<file path="src/rtl/alu_pkg.sv">
// Shared definitions for the alu_seq slice: opcodes, FSM state encoding and
// flag-register bit positions. Used by alu_seq and alu_mul_seq.
package alu_pkg;

  // Opcodes carried on FS
  localparam logic [3:0] OP_ADD  = 4'b0000;
  localparam logic [3:0] OP_ADC  = 4'b0001;
  localparam logic [3:0] OP_OR   = 4'b0010;
  localparam logic [3:0] OP_SLTU = 4'b0011;
  localparam logic [3:0] OP_PASS = 4'b0100;
  localparam logic [3:0] OP_KB   = 4'b0101;
  localparam logic [3:0] OP_ROL  = 4'b0110;
  localparam logic [3:0] OP_ROR  = 4'b0111;
  localparam logic [3:0] OP_NOT  = 4'b1000;
  localparam logic [3:0] OP_SHL  = 4'b1001;
  localparam logic [3:0] OP_SHR  = 4'b1010;
  localparam logic [3:0] OP_XOR  = 4'b1011;
  localparam logic [3:0] OP_MCU  = 4'b1100;
  localparam logic [3:0] OP_MUL  = 4'b1101;
  localparam logic [3:0] OP_SUB  = 4'b1110;
  localparam logic [3:0] OP_AND  = 4'b1111;

  // FSM state encoding
  localparam logic [0:0] ST_IDLE = 1'b0;
  localparam logic [0:0] ST_MUL  = 1'b1;

  // Bit positions inside the flag register
  localparam int NUM_FLAGS = 5;
  localparam int FLAG_N    = 4;
  localparam int FLAG_Z    = 3;
  localparam int FLAG_C    = 2;
  localparam int FLAG_V    = 1;
  localparam int FLAG_D    = 0;

endpackage

</file>
<file path="src/rtl/alu_mul_seq.sv">
// Shift-add multiplier for alu_seq. 'load' captures the operands and clears
// the accumulator; each 'step' cycle adds the shifted multiplicand when the
// current multiplier LSB is set. 'finished' is high during the WIDTH-th step,
// and 'product' shows the accumulator value that step will write, so the
// caller can register the full product on the same edge the last step lands.
module alu_mul_seq
  import alu_pkg::*;
#(
  parameter int WIDTH = 8
) (
  input  logic                 clk,
  input  logic                 reset_n,
  input  logic                 load,
  input  logic                 step,
  input  logic [WIDTH-1:0]     a,
  input  logic [WIDTH-1:0]     b,
  output logic [2*WIDTH-1:0]   product,
  output logic                 finished
);

  localparam int CNT_W = $clog2(WIDTH);

  logic [2*WIDTH-1:0] acc;
  logic [2*WIDTH-1:0] mcand;
  logic [WIDTH-1:0]   mplier;
  logic [CNT_W-1:0]   cnt;
  logic [2*WIDTH-1:0] acc_next;

  // Next accumulator value for the current step; also the visible product
  always_comb begin
    acc_next = acc;
    if (mplier[0]) begin
      acc_next = acc + mcand;
    end
  end

  assign product  = acc_next;
  assign finished = step && (cnt == CNT_W'(WIDTH - 1));

  // Operand capture on load, one shift-add iteration per step
  always_ff @(posedge clk) begin
    if (!reset_n) begin
      acc    <= '0;
      mcand  <= '0;
      mplier <= '0;
      cnt    <= '0;
    end else if (load) begin
      acc    <= '0;
      mcand  <= {{WIDTH{1'b0}}, a};
      mplier <= b;
      cnt    <= '0;
    end else if (step) begin
      acc    <= acc_next;
      mcand  <= mcand << 1;
      mplier <= mplier >> 1;
      cnt    <= cnt + 1'b1;
    end
  end

endmodule

</file>
<file path="src/rtl/alu_seq.sv">
// alu_seq: registered WIDTH-bit ALU with start/busy/done handshake and a
// persistent N Z C V D flag register.
// Build option: define ALU_SEQ_MUL_EN to include the multi-cycle multiplier
// (opcode 1101). Without it, 1101 is a single-cycle PASS A and busy is 0.
//
// Handshake: start is sampled on a rising edge only while busy=0; all
// operands and the opcode are captured on that edge. done pulses for exactly
// one cycle when F and the flags change. busy=1 while a multiply runs, and a
// start seen then is dropped. start may be high in the done cycle, which
// issues the next operation back-to-back.
module alu_seq
  import alu_pkg::*;
#(
  parameter int WIDTH = 8,
  parameter int SH_W  = 3
) (
  input  logic              clk,
  input  logic              reset_n,
  input  logic              start,
  input  logic [3:0]        FS,
  input  logic [SH_W-1:0]   SH,
  input  logic [WIDTH-1:0]  A,
  input  logic [WIDTH-1:0]  B,
  input  logic [WIDTH-1:0]  mcu_input,
  input  logic [WIDTH-1:0]  kb_input,
  output logic [WIDTH-1:0]  F,
  output logic              N,
  output logic              Z,
  output logic              C,
  output logic              V,
  output logic              D,
  output logic              busy,
  output logic              done
);

  logic [NUM_FLAGS-1:0] flags_q;
  logic [NUM_FLAGS-1:0] flags_next;

  logic [WIDTH-1:0]   alu_res;
  logic               alu_c;
  logic               alu_v;
  logic [WIDTH-1:0]   b_eff;
  logic               cin;
  logic [WIDTH:0]     sum_w;
  logic [2*WIDTH-1:0] dbl;

  logic [WIDTH-1:0]   res_sel;
  logic               c_sel;
  logic               v_sel;

`ifdef ALU_SEQ_MUL_EN
  logic [0:0]         state;
  logic               mul_load;
  logic               mul_step;
  logic [2*WIDTH-1:0] mul_product;
  logic               mul_finished;

  assign busy     = (state == ST_MUL);
  assign mul_load = (state == ST_IDLE) && start && (FS == OP_MUL);
  assign mul_step = (state == ST_MUL);

  alu_mul_seq #(
    .WIDTH (WIDTH)
  ) u_mul (
    .clk      (clk),
    .reset_n  (reset_n),
    .load     (mul_load),
    .step     (mul_step),
    .a        (A),
    .b        (B),
    .product  (mul_product),
    .finished (mul_finished)
  );
`else
  assign busy = 1'b0;
`endif

  // Single-cycle datapath: result plus carry/overflow for the current opcode
  always_comb begin
    alu_res = '0;
    alu_c   = 1'b0;
    alu_v   = 1'b0;
    b_eff   = B;
    cin     = 1'b0;
    sum_w   = '0;
    dbl     = '0;
    case (FS)
      OP_ADD, OP_ADC, OP_SUB: begin
        // SUB is A + ~B + 1, so one adder serves all three
        b_eff   = (FS == OP_SUB) ? ~B : B;
        cin     = (FS == OP_SUB) ? 1'b1 :
                  (FS == OP_ADC) ? flags_q[FLAG_C] : 1'b0;
        sum_w   = {1'b0, A} + {1'b0, b_eff} + {{WIDTH{1'b0}}, cin};
        alu_res = sum_w[WIDTH-1:0];
        alu_c   = sum_w[WIDTH];
        alu_v   = (A[WIDTH-1] == b_eff[WIDTH-1]) &&
                  (alu_res[WIDTH-1] != A[WIDTH-1]);
      end
      OP_OR:   alu_res = A | B;
      OP_SLTU: alu_res = (A < B) ? {WIDTH{1'b1}} : '0;
      OP_PASS: alu_res = A;
      OP_KB:   alu_res = kb_input;
      OP_ROL: begin
        // Upper half of {A,A} shifted left is A rotated left
        dbl     = {A, A} << SH;
        alu_res = dbl[2*WIDTH-1:WIDTH];
        alu_c   = (SH != '0) && alu_res[0];
      end
      OP_ROR: begin
        dbl     = {A, A} >> SH;
        alu_res = dbl[WIDTH-1:0];
        alu_c   = (SH != '0) && alu_res[WIDTH-1];
      end
      OP_NOT:  alu_res = ~A;
      OP_SHL: begin
        // The last bit shifted out lands just above the result field
        dbl     = {{WIDTH{1'b0}}, A} << SH;
        alu_res = dbl[WIDTH-1:0];
        alu_c   = (SH != '0) && dbl[WIDTH];
      end
      OP_SHR: begin
        dbl     = {A, {WIDTH{1'b0}}} >> SH;
        alu_res = dbl[2*WIDTH-1:WIDTH];
        alu_c   = (SH != '0) && dbl[WIDTH-1];
      end
      OP_XOR:  alu_res = A ^ B;
      OP_MCU:  alu_res = mcu_input;
      // Without the multiplier this is PASS A; with it, this value is unused
      OP_MUL:  alu_res = A;
      default: alu_res = A & B;
    endcase
  end

  // Pick the value to register (multiplier or single-cycle) and derive flags
  always_comb begin
    res_sel = alu_res;
    c_sel   = alu_c;
    v_sel   = alu_v;
`ifdef ALU_SEQ_MUL_EN
    if (state == ST_MUL) begin
      res_sel = mul_product[WIDTH-1:0];
      c_sel   = |mul_product[2*WIDTH-1:WIDTH];
      v_sel   = |mul_product[2*WIDTH-1:WIDTH];
    end
`endif
    flags_next         = '0;
    flags_next[FLAG_N] = res_sel[WIDTH-1];
    flags_next[FLAG_Z] = (res_sel == '0);
    flags_next[FLAG_C] = c_sel;
    flags_next[FLAG_V] = v_sel;
    flags_next[FLAG_D] = res_sel[WIDTH-1] ^ v_sel;
  end

  // Control FSM, result register and flag register
  always_ff @(posedge clk) begin
    if (!reset_n) begin
      F       <= '0;
      flags_q <= '0;
      done    <= 1'b0;
`ifdef ALU_SEQ_MUL_EN
      state   <= ST_IDLE;
`endif
    end else begin
      done <= 1'b0;
`ifdef ALU_SEQ_MUL_EN
      case (state)
        ST_IDLE: begin
          if (start) begin
            if (FS == OP_MUL) begin
              state <= ST_MUL;
            end else begin
              F       <= res_sel;
              flags_q <= flags_next;
              done    <= 1'b1;
            end
          end
        end
        ST_MUL: begin
          if (mul_finished) begin
            F       <= res_sel;
            flags_q <= flags_next;
            done    <= 1'b1;
            state   <= ST_IDLE;
          end
        end
        default: state <= ST_IDLE;
      endcase
`else
      if (start) begin
        F       <= res_sel;
        flags_q <= flags_next;
        done    <= 1'b1;
      end
`endif
    end
  end

  assign N = flags_q[FLAG_N];
  assign Z = flags_q[FLAG_Z];
  assign C = flags_q[FLAG_C];
  assign V = flags_q[FLAG_V];
  assign D = flags_q[FLAG_D];

endmodule
</file>
<file path="config.mk">
export PLATFORM = sky130hd
export DESIGN_NAME = alu_seq
export DESIGN_NICKNAME = d
export VERILOG_FILES = /design/src/rtl/alu_pkg.sv /design/src/rtl/alu_mul_seq.sv /design/src/rtl/alu_seq.sv
export SDC_FILE = /design/constraint.sdc
export NUM_CORES = 1
export LEC_CHECK = 0
export BUFFER_PORTS_ARGS = -buffer_cell sky130_fd_sc_hd__buf_2
export CAP_MARGIN = 0
export CORE_UTILIZATION = 55
export CTS_BUF_LIST = sky130_fd_sc_hd__clkbuf_4 sky130_fd_sc_hd__clkbuf_8
export CTS_CLUSTER_SIZE = 14
export DETAILED_ROUTE_END_ITERATION = 12
export PLACE_DENSITY = 0.79
export SLEW_MARGIN = 20
export SYNTH_ARGS = -nofsm -noshare
export SYNTH_HDL_FRONTEND = slang
export SYNTH_SLANG_ARGS = --single-unit
</file>
<file path="constraint.sdc">
create_clock -name clk -period 9.8 [get_ports clk]
set_input_delay 0 -clock clk [delete_from_list [all_inputs] [get_ports clk]]
set_output_delay 0 -clock clk [all_outputs]
set_load 0.03 [all_outputs]
</file>
# [After elaboration in Yosys (flattened, before gate mapping)]
# Cells that the tools add are included.
[classes] shift=4 n_addsub=2 reduce_logical=10 muxes=8 n_bitwise=6 n_lt_le_gt_ge=1 n_eq_ne=16
[op_table] op="8-bit case mux with 12 select lines" n=1
[op_table] op="4-bit equality test (second input constant)" n=7
[op_table] op="4-bit by 3-bit equality test with 1-bit output (second input constant)" n=4
[op_table] op="8-bit two-way mux" n=2
[op_table] op="8-bit inverter" n=2
[op_table] op="16-bit by 3-bit left shift with 16-bit output" n=1
[op_table] op="16-bit by 3-bit >> shifter with 16-bit output" n=1
[op_table] op="16-bit by 3-bit >> shifter with 8-bit output" n=1
[op_table] op="8-bit by 8-bit adder with 9-bit output" n=1
[op_table] op="9-bit by 1-bit adder with 9-bit output" n=1
[op_table] op="8-bit by 3-bit left shift with 9-bit output" n=1
[op_table] op="8-bit bitwise AND" n=1
[op_table] op="4-bit by 2-bit equality test with 1-bit output (second input constant)" n=2
[op_table] op="8-bit logical NOT" n=1
[op_table] op="8-bit < comparator" n=1
[op_table] op="8-bit OR" n=1
[op_table] op="8-bit XOR" n=1
[op_table] op="1-bit logical AND" n=5
[op_table] op="1-bit case mux with 5 select lines" n=1
[op_table] op="4-bit by 1-bit equality test with 1-bit output (second input constant)" n=1
[op_table] op="4-bit logical NOT" n=1
[op_table] op="1-bit two-way mux" n=4
[op_table] op="3-bit nonzero test" n=1
[op_table] op="3-bit OR reduction" n=1
[op_table] op="4 further kinds" n=4
[word_totals] word_cells=50 output_inout_bits=15 reg_bits=14 inputBits=42

# [Logic depth before layout (Yosys ltp)]
# Gate-level depths: netlist (run 1).
[depth] depth_word=8 mapped_depth=16 depth_no_buf=14

# [Worst setup path after synthesis (run 1)]
# OpenSTA, ideal clock, no wires.
[synth_path] path_kind="input -> register" startpoint="in FS[0]" endpoint="reg flags_q[3]" path_stages=15 arrival_time_ns=3.032 setup_slack_ns=6.710 n_path_buf=3 setup_ns=0.058 t_required_ns=9.742 path_cell_list="buf_4 > buf_4 > nand4b_1 > buf_4 > xnor2_1 > fa_1 > fa_1 > a21o_1 > a21oi_1 > xnor2_1 > a211o_1 > o32ai_2 > o2111ai_1 > nor4_1 > o21a_1"
[synth_between] elab_chain_cells=6 elab_cells_between_ends=24 cone_classes="add/sub: 2; eq/ne: 14; mux: 4; reduce/logical: 4"
[synth_rtl] item="from (decl)" line="alu_seq.sv:20" rtl="input logic [3:0] FS,"
[synth_rtl] item="4-bit equality test or 4-bit by 1-bit equality test with 1-bit output (tied branches)"
[synth_rtl] item="8-bit two-way mux or 1-bit two-way mux (tied branches)" line="alu_seq.sv:90, alu_seq.sv:92"
[synth_rtl] item="8-bit by 8-bit adder with 9-bit output or 1-bit two-way mux (tied branches)" line="alu_seq.sv:93, alu_seq.sv:91"
[synth_rtl] item="9-bit by 1-bit adder with 9-bit output" line="alu_seq.sv:93" rtl="sum_w = {1'b0, A} + {1'b0, b_eff} + {{WIDTH{1'b0}}, cin};"
[synth_rtl] item="8-bit case mux with 12 select lines (*)" line="alu_seq.sv:87" rtl="case (FS)"
[synth_rtl] item="8-bit logical NOT (*)" line="alu_seq.sv:148" rtl="flags_next[FLAG_Z] = (res_sel == '0);"
[synth_rtl] item="to (signal assigned)" line="alu_seq.sv:191" rtl="flags_q <= flags_next;"
[synth_rtl] item="to (decl)" line="alu_seq.sv:36" rtl="logic [NUM_FLAGS-1:0] flags_q;"
# Every way passes the cells marked *; elsewhere a longest branch is shown, timed or not.
# A chain may end at the register's enable or synchronous reset.

# [Final worst setup path (run 1)]
[layout_path] startpoint="in FS[3]" endpoint="reg flags_q[3]"
# The elaborated chain is that of the path after synthesis.

==> run metrics, run 1 <==
status complete, no violations; Hold WS 49.3 ps; I/O Buffers between 50 and 60; most frequent cells after synthesis ha_1, nor2_1, a21oi_1, inv_1, nand2_1; Worst-path clk slew 50 ps; clk root buf clkbuf_8; final hold violation count 0; CTS Buf Count 3; Netlist Area Pre-Place 3090 sq um; DRC viols 0; FF+latch area 260 sq um; initial antenna violation count 0; syn_area_per_cell 7.71 sq um; n_diodes 0; worst path bufs/invs 1; Max-slew headroom 39.3%; RSZ-0062 raised after global routing false; LEAKAGE 1.47 nW; asr flop ratio synth 0%; DIE AREA 5920 sq um; drt first pass iters 5; worst vdd ir a little over 0.09 mV; critical path class in2reg; Setup Buffers After CTS 0; post-synthesis sequential area ratio 8.42%; crit path capture type flip-flop; DPL Wire Length 6930 um; DP Area 3250 sq um; # H-tree levels 1; critical path cell sequence buf_2, nand4b_1, xnor2_1, fa_1, fa_1, a21o_1, a21oi_1, xnor2_1, a211o_1, o32ai_2, o2111ai_1, nor4_1, o21a_1; Net Sw Frac 43.5%; die width 77.0 um; Clock Latency Late Sink ~250 ps; Setup TNS Final 0 ps; Placer Congestion 0.947; placed insts 489; post_cts resized 0; Yosys reg bits 13; share of Yosys cell area claimed by the top area cell type 12.6%; Routed WL between 9000 and 10000 um; CTS tree yes; post-DR wirelength/cell 19.2 um; synthesis-to-layout area growth 6.68%; Worst Setup Slack post-DPL 5880 ps; IO Count 57; cts hold-fix bufs 0; first-pass GRT wire length 15500 um; share of cells above drive strength 1 18.9%; Post-synth EDFFs 0; drt initial violations roughly 340; Final ANT Viol Nets 0; post-layout net count 499; die height 77.0 um; Critical-path top delay cell nand4b_1; Initial Utilization 58.6%; most common cell in the synthesized netlist ha_1; Num Clock Sinks 13; vias in the first global route 3052; Final Total Pwr 267 uW; post-synthesis cell count 401; cell accounting for the most synthesized area ha_1; Netlist cell types 75; Internal 151 uW; Comb pwr share 59.1%; pwr/cell area 80.9 nW/um^2; final slew viol count 0; max capacitance violation total 0; vias per cell 6.69; Yosys warnings 0; Sw Pwr 116 uW; max incr delay on CP 660 ps; final setup margin 6060 ps; Tcrit/Tclk final 38.2%; syn nets around 480; All-Layer GR Usage 32.7%; Crit path arrival time 3930 ps; fin crit period approximately 3700 ps; Top delay family on crit path compound AO/OA/AOI/OAI gates; ys flop type dfxtp_1; row count 26; Hold Crit Class in2reg; CORE AREA 5270 sq um; FILL cells 516; DR vias 3297; Peak Freq ~270 MHz; fin area around 3300 sq um; sequential fraction of design power 22.2%; Final setup viols 0; Max clock buf depth 2; Final Core Density 62.6%; Worst-Margin Slew 904 ps; largest net degree at the start of global routing 40; CP Launch Type input port; clk_skew 5.24 ps; fin cells around 490; CP Max Fanout 39; multi-input logic area 2530 sq um; worst path required time about 10000 ps; clock group share of total power 18.7%; GRT overflow 0; Synth area leaders ha_1, dfxtp_1, mux2i_1
[placed cells by master, fill, tap and decap left out, drive strengths merged, types with 4 or more instances in the layout]
cell / count
o21ai: 18
nor3b: 4
nor3: 10
a21o: 4
inv: 25
nand2b: 4
mux2: 10
nand2: 23
o32ai: 4
buf: 55
a211o: 4
o31ai: 4
nor2: 30
clkbuf: 4
nor2b: 9
mux2i: 19
dfxtp: 13
a32oi: 4
nor4: 4
mux4: 5
and2: 5
xnor2: 15
o22ai: 4
a31oi: 7
a21oi: 26
ha: 31
nand3: 12
a22oi: 5
[final timing paths]
path | slack [ps] | startpoint | depth (start not counted) | endpoint
hold reg to reg | 490 | F[7] | 2 | F[7]
setup reg to reg | 6850 | flags_q[2] | 12 | flags_q[3]
setup / recovery | 6060 | FS[3] | 13 | flags_q[3]
hold / removal | 50 | reset_n | 2 | flags_q[3]
[sequential cells by signal, summed over array words and instances (netlist names)]
name and cells:
F 8, flags_q 4, done 1
[cell type report]
type	instances	share of cell area, %
flip-flops and latches	13	7.89
repair buffers	55	8.35
multi-input cells	326	76.8
clock buffers	4	1.48
inverters	25	2.85
well taps	70	2.66
[power groups by stage]
stage	logic, mW	clock network, mW	registers, mW
global placement	0.151	0	0.0601
finish	0.158	0.0498	0.0593
CTS	0.154	0.0508	0.0592
global route	0.171	0.0533	0.0598
floorplan	0.108	0	0.0682
detailed placement	0.153	0	0.0602
[logic make-up (layout without fill, tap and decap cells)]
| kind of cell | count (synthesis) | in the layout | share of synthesized area, % |
|---|---|---|---|
| AOI/OAI and AO/OA | 119 | 119 | 27.6 |
| buffers and inverters | 62 | 84 | 9.68 |
| adders and majority gates | 33 | 33 | 13.8 |
| other | 1 | 1 | 0.121 |
| and+or+nand+nor | 123 | 123 | 21.9 |
| xor gates and xnor gates | 16 | 16 | 4.78 |
| muxes | 34 | 34 | 13.7 |
| DFF | 13 | 13 | 8.42 |
[routing by layer]
| layer | wire length (um) | GRT usage, % | share of wire, % | vias up |
|---|---|---|---|---|
| li1 | - | - | - | 1549 |
| met1 | 3960 | 43.1 | 42 | 1551 |
| met2 | 4460 | 52.9 | 47 | 169 |
| met3 | 749 | 4.64 | 7.9 | 28 |
| met4 | 325 | 13.8 | 3.4 | 0 |
| met5 | 0 | 0 | 0 | - |
Note: power is estimated with default switching activity, not from simulation.
==> inputs of run 2 (changes only) <==
--- a/config.mk
+++ b/config.mk
@@ -5,13 +5,14 @@
 export SDC_FILE = /design/constraint.sdc
 export NUM_CORES = 1
 export LEC_CHECK = 0
+export ABC_AREA = 1
 export BUFFER_PORTS_ARGS = -buffer_cell sky130_fd_sc_hd__buf_2
 export CAP_MARGIN = 0
 export CORE_UTILIZATION = 55
 export CTS_BUF_LIST = sky130_fd_sc_hd__clkbuf_4 sky130_fd_sc_hd__clkbuf_8
 export CTS_CLUSTER_SIZE = 14
 export DETAILED_ROUTE_END_ITERATION = 12
-export PLACE_DENSITY = 0.79
+export PLACE_DENSITY = 0.8
 export SLEW_MARGIN = 20
 export SYNTH_ARGS = -nofsm -noshare
 export SYNTH_HDL_FRONTEND = slang
==> constraint.sdc (replaced) <==
create_clock -name clk -period 3.7 [get_ports clk]
set_input_delay 0 -clock clk [delete_from_list [all_inputs] [get_ports clk]]
set_output_delay 0 -clock clk [all_outputs]
set_load 0.03 [all_outputs]
==> run 2 against run 1 <==
  * Sequential share of layout area increased by 0.051 points
  * First-iteration DRC count decreased by 35%
  * Sequential cell count unchanged
  * Clock power increased to 2.8 times the previous value
  * Critical path depth increased by 6
  * Area after synthesis decreased by 5.1%
  * Critical endpoint unchanged
==> run metrics, run 2 <==
Initial Utilization 57.4% (-1.2 points); syn nets 634 (+33%); cell accounting for the most synthesized area nand2_1; CP Launch Type flip-flop; most frequent cells in the layout nand2_1, nand3_1, nor2_1; n_diodes 0 (unchanged); LEAKAGE 1.96 nW (+33%); Worst R2R Setup Slack 1230 ps (-5620 ps); most frequent cells after synthesis nand2_1, nand3_1, nor2_1, inv_1, ha_1; max capacitance violation total 0 (unchanged); pwr/cell area 207 nW/um^2 (+160%); Num Clock Sinks 13 (unchanged); DP Area 3230 sq um (-0.66%); post-synthesis cell count 559 (+39%); CP Max Fanout 3 (-92%); DR vias 3792 (+15%); final slew viol count 0 (unchanged); fin crit period 2470 ps; Routed WL 9940 um (+4.8%); post-layout net count 681 (+36%); Worst-Margin Slew 628 ps (-276 ps); row count 26 (unchanged); critical path cell sequence nand3_1, nand2_1, fa_1, fa_1, nand2_1, nand2_1, nand2_1, nand2_1, nand3_1, nand2_1, inv_1, nand2_1, nor2_1, nand3_1, nor2_1, nand2_1, nor2_1, nor2_1, nor2_1; worst path bufs/invs 1 (unchanged); status complete, no violations; most common cell after layout, fill and taps aside nand2_1; Critical-path top delay cell fa_1; Netlist cell types 32 (-57%); Final setup viols 0 (unchanged); Worst-path clk slew 60 ps (about the same); initial antenna violation count 0 (unchanged); Tcrit/Tclk final 66.8%; DIE AREA 5630 sq um (-5.0%); Synth area leaders nand2_1, nand3_1, ha_1; die width 75.0 um (-2.5%); DPL Wire Length 8310 um (+20%); Clock Latency Late Sink 250 ps (about the same); first-pass GRT wire length 15300 um (-1.2%); placed insts 671 (+37%); largest net degree at the start of global routing 25 (-38%); Top delay family on crit path simple AND/OR/NAND/NOR gates; Placer Congestion 0.969 (+2.3%); fin cells 675 (+37%); clk_skew 3.73 ps (-1.51 ps); post-DR wirelength/cell 14.7 um (-23%); Post-synth EDFFs 0 (unchanged); critical path class reg2reg; CORE AREA 5110 sq um (-3.1%); share of cells above drive strength 1 11.4% (-7.5 points); Yosys reg bits 13 (unchanged); drt first pass iters 5 (unchanged); All-Layer GR Usage 36.5% (+3.8 points); asr flop ratio synth 0% (unchanged); max incr delay on CP 410 ps (-250 ps); IO Count 57 (unchanged); ys flop type dfxtp_1; Most flops, register F; worst path required time 3890 ps (-6100 ps); Setup Buffers After CTS 0 (unchanged); RSZ-0062 raised after global routing false; Most Frequent Cell on Critical Path nand2_1; CTS tree yes; drt initial violations 220 (-35%); Final ANT Viol Nets 0 (unchanged); Largest register FFs 8 (unchanged); final hold violation count 0 (unchanged); vias per cell 5.62 (-16%); most common cell in the synthesized netlist nand2_1; biggest regs F x8, flags_q x4, done x1; I/O Buffers 55 (unchanged); Yosys warnings 0 (unchanged); Setup TNS Final 0 ps (unchanged); Hold Crit Class in2reg; post_cts resized 0 (unchanged); fin area 3280 sq um (-0.65%); Max clock buf depth 2 (unchanged); synthesis-to-layout area growth 11.7%; share of Yosys cell area claimed by the top area cell type 25.7% (+13 points); # H-tree levels 1 (unchanged); crit path capture type flip-flop; syn_area_per_cell 5.24 sq um (-32%); Crit path arrival time 2660 ps (-1270 ps); vias in the first global route 3234 (+6.0%); CTS Buf Count 3 (unchanged); die height 75.0 um (-2.5%); GRT overflow 0 (unchanged); Netlist Area Pre-Place 2930 sq um (-5.1%); DRC viols 0 (unchanged); post-synthesis sequential area ratio 8.88% (+0.46 points); Final Core Density 64.1% (+1.6 points); cts hold-fix bufs 0 (unchanged); clk root buf clkbuf_8; Max-slew headroom 58.1% (+19 points); Peak Freq around 400 MHz; worst vdd ir 0.297 mV (+230%)
==> run 2: worst paths after layout <==
kind,startpoint,to,depth (start not counted)
min reg2reg,flags_q[1],flags_q[1],2
min,reset_n,done,3
max,flags_q[2],flags_q[3],19
max reg2reg,flags_q[2],flags_q[3],19
==> run 2: metal layers <==
layer | global-route usage (%) | routed length [um] | vias up
met2 | 61.9 | 4510 | 181
met5 | 0 | 0 | -
li1 | - | - | 1892
met1 | 47.6 | 4180 | 1684
met3 | 5.62 | 889 | 35
met4 | 11.1 | 359 | 0
==> run 2: cells by family after synthesis <==
| group | Yosys count | synth area share (%) |
|---|---|---|
| adder cells (fa/ha/maj) | 33 | 14.6 |
| XOR/XNOR | 10 | 2.99 |
| buffers and inverters | 75 | 10.4 |
| flip-flops | 13 | 8.88 |
| other | 1 | 0.128 |
| AND/OR/NAND/NOR | 376 | 53.8 |
| AO/OA/AOI/OAI | 51 | 9.26 |
==> run 2: through the flow <==
stage | setup slack, ps | hold slack, ps | power, mW
floorplan | 1120 | 97.6 | 0.423
global placement | 1170 | 289 | 0.530
detailed placement | 1100 | 291 | 0.536
CTS | 1230 | 30.7 | 0.674
global route | 952 | 50.1 | 0.734
finish | 1230 | 36.3 | 0.678
==> run 2: final cells by class <==
| cell class | count | area [sq um] |
|---|---|---|
| inverter | 61 | 229 |
| fill | 545 | 1830 |
| tap | 70 | 87.6 |
| sequential | 13 | 260 |
| clock buffer | 4 | 48.8 |
| multi-input combinational | 471 | 2370 |
| timing repair buffer | 56 | 283 |
==> run 2: worst register-to-register path: cells and delay by family, from the launching register on <==
family / cells / cell delay, ps
simple gates: 16 / 1190
fa+ha+maj: 2 / 820
flops: 1 / 360
buf+inv: 1 / 40
==> run 2: where the power goes <==
part | internal (mW) | total (mW) | switching (mW) | leakage [nW]
clock network | 0.0836 | 0.137 | 0.0534 | 0.0262
registers | 0.151 | 0.157 | 0.00594 | 0.107
logic | 0.124 | 0.384 | 0.260 | 1.82
==> inputs of run 3 (changes only) <==
==> constraint.sdc (replaced) <==
create_clock -name clk -period 2.4 [get_ports clk]
set_input_delay 0 -clock clk [delete_from_list [all_inputs] [get_ports clk]]
set_output_delay 0 -clock clk [all_outputs]
set_load 0.03 [all_outputs]
==> run 3 against run 2 <==
  * Via count rose by 1.2%
  * Global-route usage rose by 0.24 points
  * Utilization rose by 2.5 points
  * Clock-buffer cell count did not move
  * Highest routed layer unchanged
  * Critical endpoint unchanged
  * Routed wire length rose by 2.5%
  * Non-clock buffer count rose by 16
  * Combinational power rose by 61%
  * Largest cell class unchanged
  * Sequential power rose by 53%
  * Register-to-register slack got worse by 1100 ps
  * Worst hold slack improved by 17 ps
==> run metrics, run 3 (same netlist as run 2, synthesis figures left out) <==
worst vdd ir 0.275 mV (-7.4%); initial antenna violation count 0 (unchanged); GRT overflow 0 (unchanged); Setup Buffers After CTS 0 (unchanged); critical path class reg2reg; Crit path arrival time 2440 ps (-220 ps); met1 Use GR 47.9% (+0.32 points); Final Total Pwr 1.07 mW (+57%); fin cells 691 (+2.4%); Final setup viols 0 (unchanged); Critical-path top delay cell fa_2; CTS Buf Count 3 (unchanged); Most Frequent Cell on Critical Path nand2_1; Final ANT Viol Nets 0 (unchanged); status complete, no violations; post-layout net count 697 (+2.3%); DRC viols 0 (unchanged); Net Sw Frac 46.6% (-0.52 points); I/O Buffers 55 (unchanged); placed insts 687 (+2.4%); post-DR wirelength/cell 14.7 um (about the same); worst path required time 2580 ps (-1310 ps); synthesis-to-layout area growth 16.1%; Clock Latency Late Sink 240 ps (about the same); cts hold-fix bufs 0 (unchanged); Tcrit/Tclk final 94.1% (+27 points); Max-slew headroom 55.7% (-2.4 points); CTS tree yes; Hold WS 53.4 ps (+17.1 ps); Internal 570 uW (+59%); crit path capture type flip-flop; row count 26 (unchanged); Num Clock Sinks 13 (unchanged); most frequent cells in the layout nand2_1, nand3_1, nor2_1; # H-tree levels 1 (unchanged); clk_skew 2.00 ps (-1.73 ps); n_diodes 0 (unchanged); drt initial violations 260 (+18%); CP Max Fanout 3 (unchanged); most common cell after layout, fill and taps aside nand2_1; pwr/cell area 313 nW/um^2 (+51%); Placer Congestion 1.02 (+5.3%); Top delay family on crit path simple AND/OR/NAND/NOR gates; fin crit period 2260 ps (-214 ps); Max clock buf depth 2 (unchanged); Worst-path clk slew 60 ps (about the same); All-Layer GR Usage 36.7% (+0.24 points); Most flops, register F; DR vias 3836 (+1.2%); max incr delay on CP 360 ps (-50 ps); die height 75.0 um (unchanged); most used routing layer met2; clk root buf clkbuf_8; IO Count 57 (unchanged); Initial Utilization 57.4% (unchanged); DIE AREA 5630 sq um (unchanged); Sw Pwr 497 uW (+56%); max capacitance violation total 0 (unchanged); GR Util met3 4.95% (-0.67 points); grt met2 use 63.4% (+1.5 points); first-pass GRT wire length 15500 um (+1.0%); vias in the first global route 3345 (+3.4%); worst path bufs/invs 1 (unchanged); final hold violation count 0 (unchanged); Routed WL 10200 um (+2.5%); CP Launch Type flip-flop; Largest register FFs 8 (unchanged); final slew viol count 0 (unchanged); largest net degree at the start of global routing 24 (-4.0%); LEAKAGE 2.03 nW (+3.9%); share of cells above drive strength 1 14.2% (+2.8 points); die width 75.0 um (unchanged); critical path cell sequence nand3_1, nand2_1, fa_2, fa_2, nand2_1, nand2_1, nand2_1, nand2_1, nand3_1, nand2_1, inv_1, nand2_1, nor2_1, nand3_1, nor2_1, nand2_1, nor2_1, nor2_1, nor2_1; clock group share of total power 19.5% (-0.7 points); CORE AREA 5110 sq um (unchanged); DPL Wire Length 8420 um (+1.3%); Peak Freq 443 MHz (+9.5%); vias per cell 5.55 (-1.2%); Comb pwr share 58.0% (+1.3 points); Hold Crit Class in2reg; RSZ-0062 raised after global routing true; biggest regs F x8, flags_q x4, done x1; drt first pass iters 5 (unchanged); Worst-Margin Slew 664 ps (+36.2 ps); sequential fraction of design power 22.5% (-0.6 points)
## run 3: cell count changes in the layout (fill, tap and decap cells not counted), sizes merged
| cell | delta |
|---|---|
| buf | +16 |
## run 3: final timing paths
path              start          to  cells after the start  slack (ps)
max          flags_q[2]  flags_q[3]                     19         140
min             reset_n        done                      3          50
max reg2reg  flags_q[2]  flags_q[3]                     19         140
min reg2reg  flags_q[1]  flags_q[1]                      2         460
## run 3: metrics by stage
step	area (sq um)	util (%)	worst slack [ps]	TNS, ps
2_1_floorplan	2930	-	15.6	0
3_3_place_gp	3350	65.6	21.9	0
3_5_place_dp	3350	65.6	-37.1	-37.1
4_1_cts	3400	66.5	27.4	0
5_1_grt	3400	66.6	-66.1	-66.1
6_report	3400	66.6	142	0
## run 3: metal layers
layer / vias to the layer above / part of all wire, %
met5: - / 0
met4: 0 / 2.8
met3: 31 / 8.8
met2: 179 / 46
met1: 1722 / 42
li1: 1904 / -
## run 3: layout make-up
| cell class | instances | area, sq um |
|---|---|---|
| multi-input cells | 471 | 2370 |
| fillers | 536 | 1700 |
| repair buffers | 72 | 403 |
| flip-flops and latches | 13 | 260 |
| inverters | 61 | 229 |
| well taps | 70 | 87.6 |
| clock buffers | 4 | 48.8 |
## run 3: repair_timing
| item | CTS | global route |
|---|---|---|
| gates resized for setup | 0 | 2 |
| setup endpoints to repair | 0 | 2 |
| hold endpoints to repair | 0 | 0 |
## run 3: power groups by stage
| stage | Clock [mW] | Combinational [mW] | Sequential [mW] |
|---|---|---|---|
| finish | 0.208 | 0.619 | 0.240 |
| global route | 0.221 | 0.685 | 0.242 |
| CTS | 0.208 | 0.603 | 0.240 |
| detailed placement | 0 | 0.601 | 0.245 |
| global placement | 0 | 0.590 | 0.244 |
| floorplan | 0 | 0.375 | 0.278 |
## run 3: worst register-to-register path: cells and delay by family (launching register included)
| family | cells | cell delay, ps |
|---|---|---|
| adder cells (fa/ha/maj) | 2 | 720 |
| buffers and inverters | 1 | 50 |
| flip-flops | 1 | 310 |
| AND/OR/NAND/NOR | 16 | 1120 |
